==> src/rtl/regfile_wb_arbiter.sv <==
`timescale 1ns/1ps
`default_nettype none
// +--------------------------------------------------------------------------+
// | Module   : regfile_wb_arbiter                                            |
// | Purpose  : Shares one register-file write port between the ALU result    |
// |            stream (highest priority, no backpressure) and a buffered     |
// |            load-return channel. Also keeps the load scoreboard and       |
// |            raises alu_stall when a buffered load starves.                |
// | Revision : 1.0 - initial release                                         |
// +--------------------------------------------------------------------------+
module regfile_wb_arbiter #(
  parameter int FIFO_DEPTH   = 4,  // load-return buffer entries, power of 2
  parameter int STARVE_LIMIT = 4   // denied cycles before alu_stall
) (
  input  logic        cpu_clk_50M,
  input  logic        cpu_rst,
  // pipeline result write
  input  logic        alu_we,
  input  logic [4:0]  alu_wa,
  input  logic [31:0] alu_wd,
  // load-return channel
  input  logic        ld_valid,
  input  logic [4:0]  ld_wa,
  input  logic [31:0] ld_wd,
  output logic        ld_ready,
  // load-issue marking
  input  logic        mark_valid,
  input  logic [4:0]  mark_wa,
  // regfile write port
  output logic        we,
  output logic [4:0]  wa,
  output logic [31:0] wd,
  // status
  output logic [31:0] busy,
  output logic        alu_stall
);

  localparam int PTR_W  = (FIFO_DEPTH > 1) ? $clog2(FIFO_DEPTH) : 1;
  localparam int CNT_W  = $clog2(FIFO_DEPTH + 1);
  localparam int WAIT_W = $clog2(STARVE_LIMIT + 1);

  localparam logic [CNT_W-1:0]  FULL_CNT = CNT_W'(FIFO_DEPTH);
  localparam logic [WAIT_W-1:0] WAIT_MAX = WAIT_W'(STARVE_LIMIT);

  // ---------------------------------------------------------------------------
  // State
  // ---------------------------------------------------------------------------
  logic [4:0]        wa_mem_q [FIFO_DEPTH];
  logic [31:0]       wd_mem_q [FIFO_DEPTH];

  logic [PTR_W-1:0]  rd_ptr_q,  rd_ptr_d;
  logic [PTR_W-1:0]  wr_ptr_q,  wr_ptr_d;
  logic [CNT_W-1:0]  count_q,   count_d;
  logic              ld_ready_q, ld_ready_d;

  logic              we_q,  we_d;
  logic [4:0]        wa_q,  wa_d;
  logic [31:0]       wd_q,  wd_d;

  logic [31:0]       busy_q, busy_d;
  logic [WAIT_W-1:0] wait_q, wait_d;
  logic              stall_q, stall_d;

  // ---------------------------------------------------------------------------
  // Arbitration terms
  // ---------------------------------------------------------------------------
  logic        push;
  logic        pop;
  logic        fifo_empty;
  logic        alu_win;
  logic        head_win;
  logic [4:0]  head_wa;
  logic [31:0] head_wd;
  logic        head_writes;

  // Decide the single winner of this cycle's write slot.
  always_comb begin
    push        = ld_valid && ld_ready_q;
    fifo_empty  = (count_q == '0);
    head_wa     = wa_mem_q[rd_ptr_q];
    head_wd     = wd_mem_q[rd_ptr_q];
    // An ALU write to r0 is discarded and leaves the slot to the buffer.
    alu_win     = alu_we && (alu_wa != 5'd0);
    head_win    = !alu_win && !fifo_empty;
    pop         = head_win;
    // A winning head addressed to r0 is consumed but produces no write.
    head_writes = head_win && (head_wa != 5'd0);
  end

  // FIFO pointer and occupancy bookkeeping; ld_ready follows post-update fill.
  always_comb begin
    rd_ptr_d = rd_ptr_q;
    wr_ptr_d = wr_ptr_q;
    count_d  = count_q;
    if (pop) begin
      rd_ptr_d = rd_ptr_q + 1'b1;
    end
    if (push) begin
      wr_ptr_d = wr_ptr_q + 1'b1;
    end
    if (push && !pop) begin
      count_d = count_q + 1'b1;
    end else if (!push && pop) begin
      count_d = count_q - 1'b1;
    end
    ld_ready_d = (count_d != FULL_CNT);
  end

  // Next value of the registered write port.
  always_comb begin
    we_d = 1'b0;
    wa_d = 5'd0;
    wd_d = 32'd0;
    if (alu_win) begin
      we_d = 1'b1;
      wa_d = alu_wa;
      wd_d = alu_wd;
    end else if (head_writes) begin
      we_d = 1'b1;
      wa_d = head_wa;
      wd_d = head_wd;
    end
  end

  // Scoreboard: clear on a load's win, then a same-cycle mark overrides it.
  always_comb begin
    busy_d = busy_q;
    if (head_win) begin
      busy_d[head_wa] = 1'b0;
    end
    if (mark_valid && (mark_wa != 5'd0)) begin
      busy_d[mark_wa] = 1'b1;
    end
    busy_d[0] = 1'b0;
  end

  // Starvation tracking: count denied cycles of a waiting head, saturating.
  always_comb begin
    wait_d = wait_q;
    if (fifo_empty || pop) begin
      wait_d = '0;
    end else if (wait_q != WAIT_MAX) begin
      wait_d = wait_q + 1'b1;
    end
    // The count only leaves WAIT_MAX through a pop, so stall holds until then.
    stall_d = (wait_d == WAIT_MAX);
  end

  // Buffer storage; contents are meaningless outside the pointer window.
  always_ff @(posedge cpu_clk_50M) begin
    if (push) begin
      wa_mem_q[wr_ptr_q] <= ld_wa;
      wd_mem_q[wr_ptr_q] <= ld_wd;
    end
  end

  // Control and output registers with synchronous reset.
  always_ff @(posedge cpu_clk_50M) begin
    if (cpu_rst) begin
      rd_ptr_q   <= '0;
      wr_ptr_q   <= '0;
      count_q    <= '0;
      ld_ready_q <= 1'b0;
      we_q       <= 1'b0;
      wa_q       <= 5'd0;
      wd_q       <= 32'd0;
      busy_q     <= 32'd0;
      wait_q     <= '0;
      stall_q    <= 1'b0;
    end else begin
      rd_ptr_q   <= rd_ptr_d;
      wr_ptr_q   <= wr_ptr_d;
      count_q    <= count_d;
      ld_ready_q <= ld_ready_d;
      we_q       <= we_d;
      wa_q       <= wa_d;
      wd_q       <= wd_d;
      busy_q     <= busy_d;
      wait_q     <= wait_d;
      stall_q    <= stall_d;
    end
  end

  assign ld_ready  = ld_ready_q;
  assign we        = we_q;
  assign wa        = wa_q;
  assign wd        = wd_q;
  assign busy      = busy_q;
  assign alu_stall = stall_q;

endmodule
`default_nettype wire

==> config.mk <==
export PLATFORM = sky130hd
export DESIGN_NAME = regfile_wb_arbiter
export DESIGN_NICKNAME = d
export VERILOG_FILES = /design/src/rtl/regfile_wb_arbiter.sv
export SDC_FILE = /design/constraint.sdc
export NUM_CORES = 1
export LEC_CHECK = 0
export ABC_AREA = 1
export BUFFER_PORTS_ARGS = -buffer_cell sky130_fd_sc_hd__buf_2
export CORE_AREA = 4 4 130 132
export CTS_CLUSTER_DIAMETER = 120
export CTS_CLUSTER_SIZE = 12
export DETAILED_ROUTE_END_ITERATION = 8
export DIE_AREA = 0 0 134 136
export PLACE_DENSITY_LB_ADDON = 0.2
export SYNTH_ARGS = -nofsm -noshare
export SYNTH_HDL_FRONTEND = slang
export SYNTH_SLANG_ARGS = --single-unit
==> constraint.sdc <==
create_clock -name cpu_clk_50M -period 4.2 [get_ports cpu_clk_50M]
set_input_delay 0.63 -clock cpu_clk_50M [delete_from_list [all_inputs] [get_ports cpu_clk_50M]]
set_output_delay 0.63 -clock cpu_clk_50M [all_outputs]
set_load 0.02 [all_outputs]
==> out/metrics.csv, run 1 <==
metric,value,unit
async_flop_share,0,
cp.required,4.55,ns
die_w,134,um
critPathCapture,wd[28],
cts.path.max_buffers,3,
ys_top_cells_by_count,"nand2_1, edfxtp_1, nor2_1",
dp_cells,1184,
timing.fmax,405,MHz
peakVddDrop,0.416,mV
status,finished clean,
synth_area,0.00932,sq mm
drt_wl_total,20.0,mm
synth_area_leaders,"edfxtp_1, dfxtp_1, nand2_1",
arrival,2.82,ns
fin_nets,1086,
grt_overflow,0,
cts_tree,done,
cts_buffers,23,
dpl.hpwl,12.7,mm
netlist.area_leader.share,0.477,
worst_path_dominant_cell_family,simple AND/OR/NAND/NOR gates,
hold_violations,0,
synth-seq-cells,231,
syn_to_final_growth,16.7,%
crit_path_top_delay_cell,dfxtp_2,
grt_pass1_wl,31.1,mm
setup_violations,0,
synth_most_common_cell,nand2_1,
cts_sinks,231,
relSlewSlack,0.356,
path_class,reg -> reg,
syn-num-nets,940,
std_cell_rows,46,
gp_congestion,0.850,
num_antenna_cells,0,
antenna_found_initial,1,
clockRootBuffer,clkbuf_16,
grt_use_total,0.215,
synth_edf_count,148,
initial_core_util,0.593,
setup.worst_path.end_class,register,
powerDensity,555,mW/mm^2
slew_violations,0,
rrSetupSlack,1.73,ns
drive_gt1_frac,0.272,
p_leak,4.19,nW
clock_skew,0.0137,ns
vias,6529,
portBuffers,154,
grt_pass1_vias,6159,
yosysTopAreaCell,edfxtp_1,
dpl_worst_slack,1.55,ns
tightest_slew,0.965,ns
post-route-min-period,2.47,ns
finalCritPeriodShare,0.588,
hold_buffers,0,
io-pin-count,156,
critical_path_buf_inv_count,1,
place_area,0.0102,sq mm
avgSynthCellArea,11.0,sq um
cp_cell_sequence,inv_2 -> nand2_1 -> nand3_1 -> nand2_1 -> nand2_2 -> nor2_8 -> nand2_8 -> nand3_1 -> a21oi_1,
seq_area_frac_synth,0.655,
drc,0,
ys_warn_count,0,
cts.clk_slew.worst_paths,0.06,ns
worst_slack,1.73,ns
finalNonFillerCells,1223,
rr_endpoint,wd[28],
tns,0,ns
slowest_delay,0.84,ns
placeableCoreArea,0.0157,sq mm
r2r.worst_path.cells,9,
post_cts_resized,0,
worstSkewPairLatency,0.52,ns
rsz0062_at_grt,no,
min_path_type,in -> reg,
drt_first_pass_iters,5,
whs,0.326,ns
synth_flop_cell,edfxtp_1,
drv_cap,0,
cp_max_fo,43,
postSynthCellCount,847,
grt_max_degree,71,
via_per_inst,5.34,
cts_setup_buffers,0,
die_area,0.0182,sq mm
first_iter_violations,565,
design_area,0.0109,sq mm
path_depth,9,
ant_nets,0,
htree_levels,1,
cp-start-kind,register,
wl_per_cell,16.3,um
die_h,136,um
synth.distinct_cells,34,
## final cells by class
cell class / count / area (sq um)
clock buffer: 37 / 628
clock inverter: 2 / 31.3
fill: 1204 / 4840
inverter: 43 / 161
multi-input combinational: 530 / 2830
sequential: 231 / 6110
tap: 216 / 270
timing repair buffer: 164 / 848
## power by group
group	switching [mW]	total, mW	leakage [nW]	internal, mW
combinational	1.01	1.43	1.84	0.424
sequential	0.102	2.77	2.03	2.67
clock	0.806	1.84	0.316	1.03
## worst min-delay path by stage
| stage | start | to | slack (ns) | cells after the start |
|---|---|---|---|---|
| finish | ld_wa[0] | wa_mem_q[3][0] | 0.33 | 1 |
| global route | ld_wd[25] | wd_mem_q[0][25] | 0.31 | 1 |
| CTS | ld_wd[25] | wd_mem_q[0][25] | 0.30 | 1 |
| detailed placement | busy[18] | busy[18] | 0.45 | 2 |
| global placement | busy[5] | busy[5] | 0.45 | 2 |
| floorplan | rd_ptr_q[1] | register | 0.44 | 2 |
## flip-flops by register name (all words and copies together), names as in the netlist, named ones only
register	cells
we	1
wait_q	3
count_q	3
ld_ready	1
alu_stall	1
wd_mem_q	128
wr_ptr_q	2
wa	5
rd_ptr_q	2
busy	31
wd	32
wa_mem_q	20
## cells by family (layout without fill, tap and decap cells)
logic type,after synthesis,in the layout,synth area share
AO/OA/AOI/OAI,178,178,0.112
XOR/XNOR,3,3,0.00282
adder cells (fa/ha/maj),9,9,0.0121
buffers and inverters,86,246,0.0444
flip-flops,231,231,0.655
other,1,1,0.000402
AND/OR/NAND/NOR,339,339,0.173
## per-layer routing
metal	wire length [um]	share of wire	GRT usage	vias to the layer above
met5	7	0.00035	0	-
met4	323	0.016	0.0571	2
li1	-	-	-	3211
met3	1390	0.070	0.0459	30
met1	8770	0.44	0.290	3056
met2	9500	0.48	0.356	230
## metrics by stage
| stage | utilization | power (mW) |
|---|---|---|
| global placement | 0.650 | 4.23 |
| floorplan | - | 3.88 |
| detailed placement | 0.650 | 4.25 |
| global route | 0.692 | 6.35 |
| CTS | 0.692 | 6.08 |
| finish | 0.692 | 6.04 |
## layout by cell type, fill, tap and decap left out, types with 2 or more instances in the layout
cell type  netlist  routed
nand3_1         19      19
nand2_1        181     181
a21oi_2         29      29
clkbuf_16        0      23
nand3_2         31      31
xor2_1           3       3
nor4_1           2       2
nand2_2          5       5
inv_2            3       4
buf_2           13     153
nor2_1          84      80
nand2_4          3       3
clkbuf_1        23      14
o22ai_1         32      32
nor3_1           3       3
inv_1           39      38
nor2_4           2       6
ha_1             9       9
a21oi_1         46      46
buf_4            1      11
nand4_1          3       3
o21ai_0         70      70
edfxtp_1       148     148
dfxtp_1         83      82
Power figures use the tool's default switching activity.
==> run 2, diff against run 1 <==
--- a/config.mk
+++ b/config.mk
@@ -7,11 +7,11 @@
 export LEC_CHECK = 0
 export ABC_AREA = 1
 export BUFFER_PORTS_ARGS = -buffer_cell sky130_fd_sc_hd__buf_2
-export CORE_AREA = 4 4 130 132
+export CORE_AREA = 4 4 141 143
 export CTS_CLUSTER_DIAMETER = 120
 export CTS_CLUSTER_SIZE = 12
 export DETAILED_ROUTE_END_ITERATION = 8
-export DIE_AREA = 0 0 134 136
+export DIE_AREA = 0 0 145 147
 export PLACE_DENSITY_LB_ADDON = 0.2
 export SYNTH_ARGS = -nofsm -noshare
 export SYNTH_HDL_FRONTEND = slang
==> constraint.sdc (replaced) <==
create_clock -name cpu_clk_50M -period 2.1 [get_ports cpu_clk_50M]
set_input_delay 0.315 -clock cpu_clk_50M [delete_from_list [all_inputs] [get_ports cpu_clk_50M]]
set_output_delay 0.315 -clock cpu_clk_50M [all_outputs]
set_load 0.02 [all_outputs]
==> run 2 against run 1 <==
- critical path depth up 2
- via count up 1.2%
- final cell count up 2.5%
- worst hold slack worse by 0.30 ns
- clock-buffer cell count up 1
- fmax up 40%
- clock power up 98%
- non-clock buffer count up 12
- largest power group unchanged
- worst setup slack worse by 1.4 ns
- power up 100%
==> out/metrics.csv, run 2 (synthesis results as in run 1) <==
metric,value,unit,change
status,finished clean,,
cp_max_fo,23,,-47%
relSlewSlack,0.522,,+0.165
drt_first_pass_iters,5,,unchanged
std_cell_rows,50,,+8.7%
multiInputGateArea,0.00283,sq mm,unchanged
cts_setup_buffers,0,,unchanged
post_cts_resized,0,,unchanged
peakVddDrop,0.747,mV,+80%
largest_reg_flops,128,,unchanged
rsz0062_at_grt,no,,
powerDensity,1100,mW/mm^2,+99%
fill_cells,1560,,+30%
cts.clk_slew.worst_paths,0.06,ns,about the same
placeableCoreArea,0.0186,sq mm,+18%
worstSkewPairLatency,0.50,ns,-0.02 ns
whs,0.0218,ns,-0.304 ns
regMostFlops,wd_mem_q,,
drt_wl_total,20.9,mm,+4.3%
gp_congestion,0.796,,-6.3%
cts.path.max_buffers,3,,unchanged
die_h,147,um,+8.1%
crit_path_top_delay_cell,dfxtp_1,,
cts_buffers,23,,unchanged
via_per_inst,5.27,,-1.3%
grt_pass1_wl,33.3,mm,+6.8%
htree_levels,1,,unchanged
drc,0,,unchanged
portBuffers,154,,unchanged
drv_cap,0,,unchanged
place_area,0.0104,sq mm,+1.6%
path_class,reg -> reg,,
setup.worst_path.end_class,register,,
grt_use_total,0.192,,-0.0222
grt_max_degree,71,,unchanged
cpMostUsedCell,inv_1,,
dp_cells,1214,,+2.5%
io-pin-count,156,,unchanged
finalNonFillerCells,1254,,+2.5%
antenna_found_initial,2,,+1
min_path_type,in -> reg,,
post-route-min-period,1.76,ns,-0.704 ns
final_common_cell,nand2_1,,
syn_to_final_growth,18.3,%,
cp-start-kind,register,,
final_cell_mix,"nand2_1, buf_2, edfxtp_1",,
arrival,2.14,ns,-0.68 ns
die_w,145,um,+8.2%
die_area,0.0213,sq mm,+17%
dpl_worst_slack,0.310,ns,-1.24 ns
fin_nets,1098,,+1.1%
grt_pass1_vias,6409,,+4.1%
dpl.hpwl,13.2,mm,+4.5%
ant_nets,0,,unchanged
cp.required,2.47,ns,-2.08 ns
worst_slack,0.336,ns,-1.40 ns
drive_gt1_frac,0.281,,+0.00857
finalCritPeriodShare,0.840,,+0.253
clock_skew,0.0190,ns,+0.00535 ns
slowest_delay,0.35,ns,-0.49 ns
first_iter_violations,312,,-45%
p_total,12.2,mW,+100%
clockRootBuffer,clkbuf_16,,
tightest_slew,0.711,ns,-0.254 ns
cts_sinks,231,,unchanged
design_area,0.0110,sq mm,+1.4%
cts_tree,done,,
timing.fmax,567,MHz,+40%
slew_violations,0,,unchanged
vias,6607,,+1.2%
p_leak,4.25,nW,+1.6%
cp_cell_sequence,inv_1 -> ha_1 -> inv_1 -> nor2_1 -> inv_1 -> nand2_2 -> inv_2 -> buf_12 -> nand2_1 -> o21ai_0 -> a21oi_1,,
regArea,0.00611,sq mm,about the same
wl_per_cell,16.6,um,+1.7%
hold_buffers,0,,unchanged
hold_violations,0,,unchanged
setup_violations,0,,unchanged
initial_core_util,0.502,,-0.0916
grt_overflow,0,,unchanged
-- run 2: layout make-up --
type	instances	area share
tap	234	0.0266
multi-input combinational	530	0.257
inverter	43	0.0146
sequential	231	0.554
clock buffer	38	0.0573
antenna	1	0.000227
timing repair buffer	176	0.0896
clock inverter	1	0.00102
-- run 2: power by group --
| part | total, mW | switching, mW | internal (mW) |
|---|---|---|---|
| clock network | 3.64 | 1.59 | 2.05 |
| registers | 5.47 | 0.137 | 5.34 |
| logic | 3.04 | 2.10 | 0.940 |
-- run 2: per-layer routing --
metal,track usage,vias to the layer above,share of wire
met4,0.0527,4,0.020
li1,-,3229,-
met2,0.330,167,0.48
met1,0.254,3170,0.44
met5,0,-,0.0011
met3,0.0352,37,0.055
-- run 2: path summary, 6_finish.rpt --
kind	cells after the start	slack (ns)	endpoint	from
max	11	0.34	rd_ptr_q[1]	count_q[0]
max reg2reg	11	0.34	rd_ptr_q[1]	count_q[0]
min reg2reg	2	0.46	busy[13]	busy[13]
min	1	0.02	wa_mem_q[0][0]	ld_wa[0]
-- run 2: critical path: cells and delay by family (launching register included) --
| kind | cells | cell delay [ns] |
|---|---|---|
| AO/OA/AOI/OAI | 2 | 0.25 |
| AND/OR/NAND/NOR | 3 | 0.26 |
| buffers and inverters | 5 | 0.58 |
| flip-flops | 1 | 0.35 |
| adder cells (fa/ha/maj) | 1 | 0.19 |
-- run 2: per-stage QoR --
step / util / setup TNS (ns)
2_1_floorplan: - / -6.44
3_3_place_gp: 0.559 / 0
3_5_place_dp: 0.559 / 0
4_1_cts: 0.593 / 0
5_1_grt: 0.593 / 0
6_report: 0.593 / 0
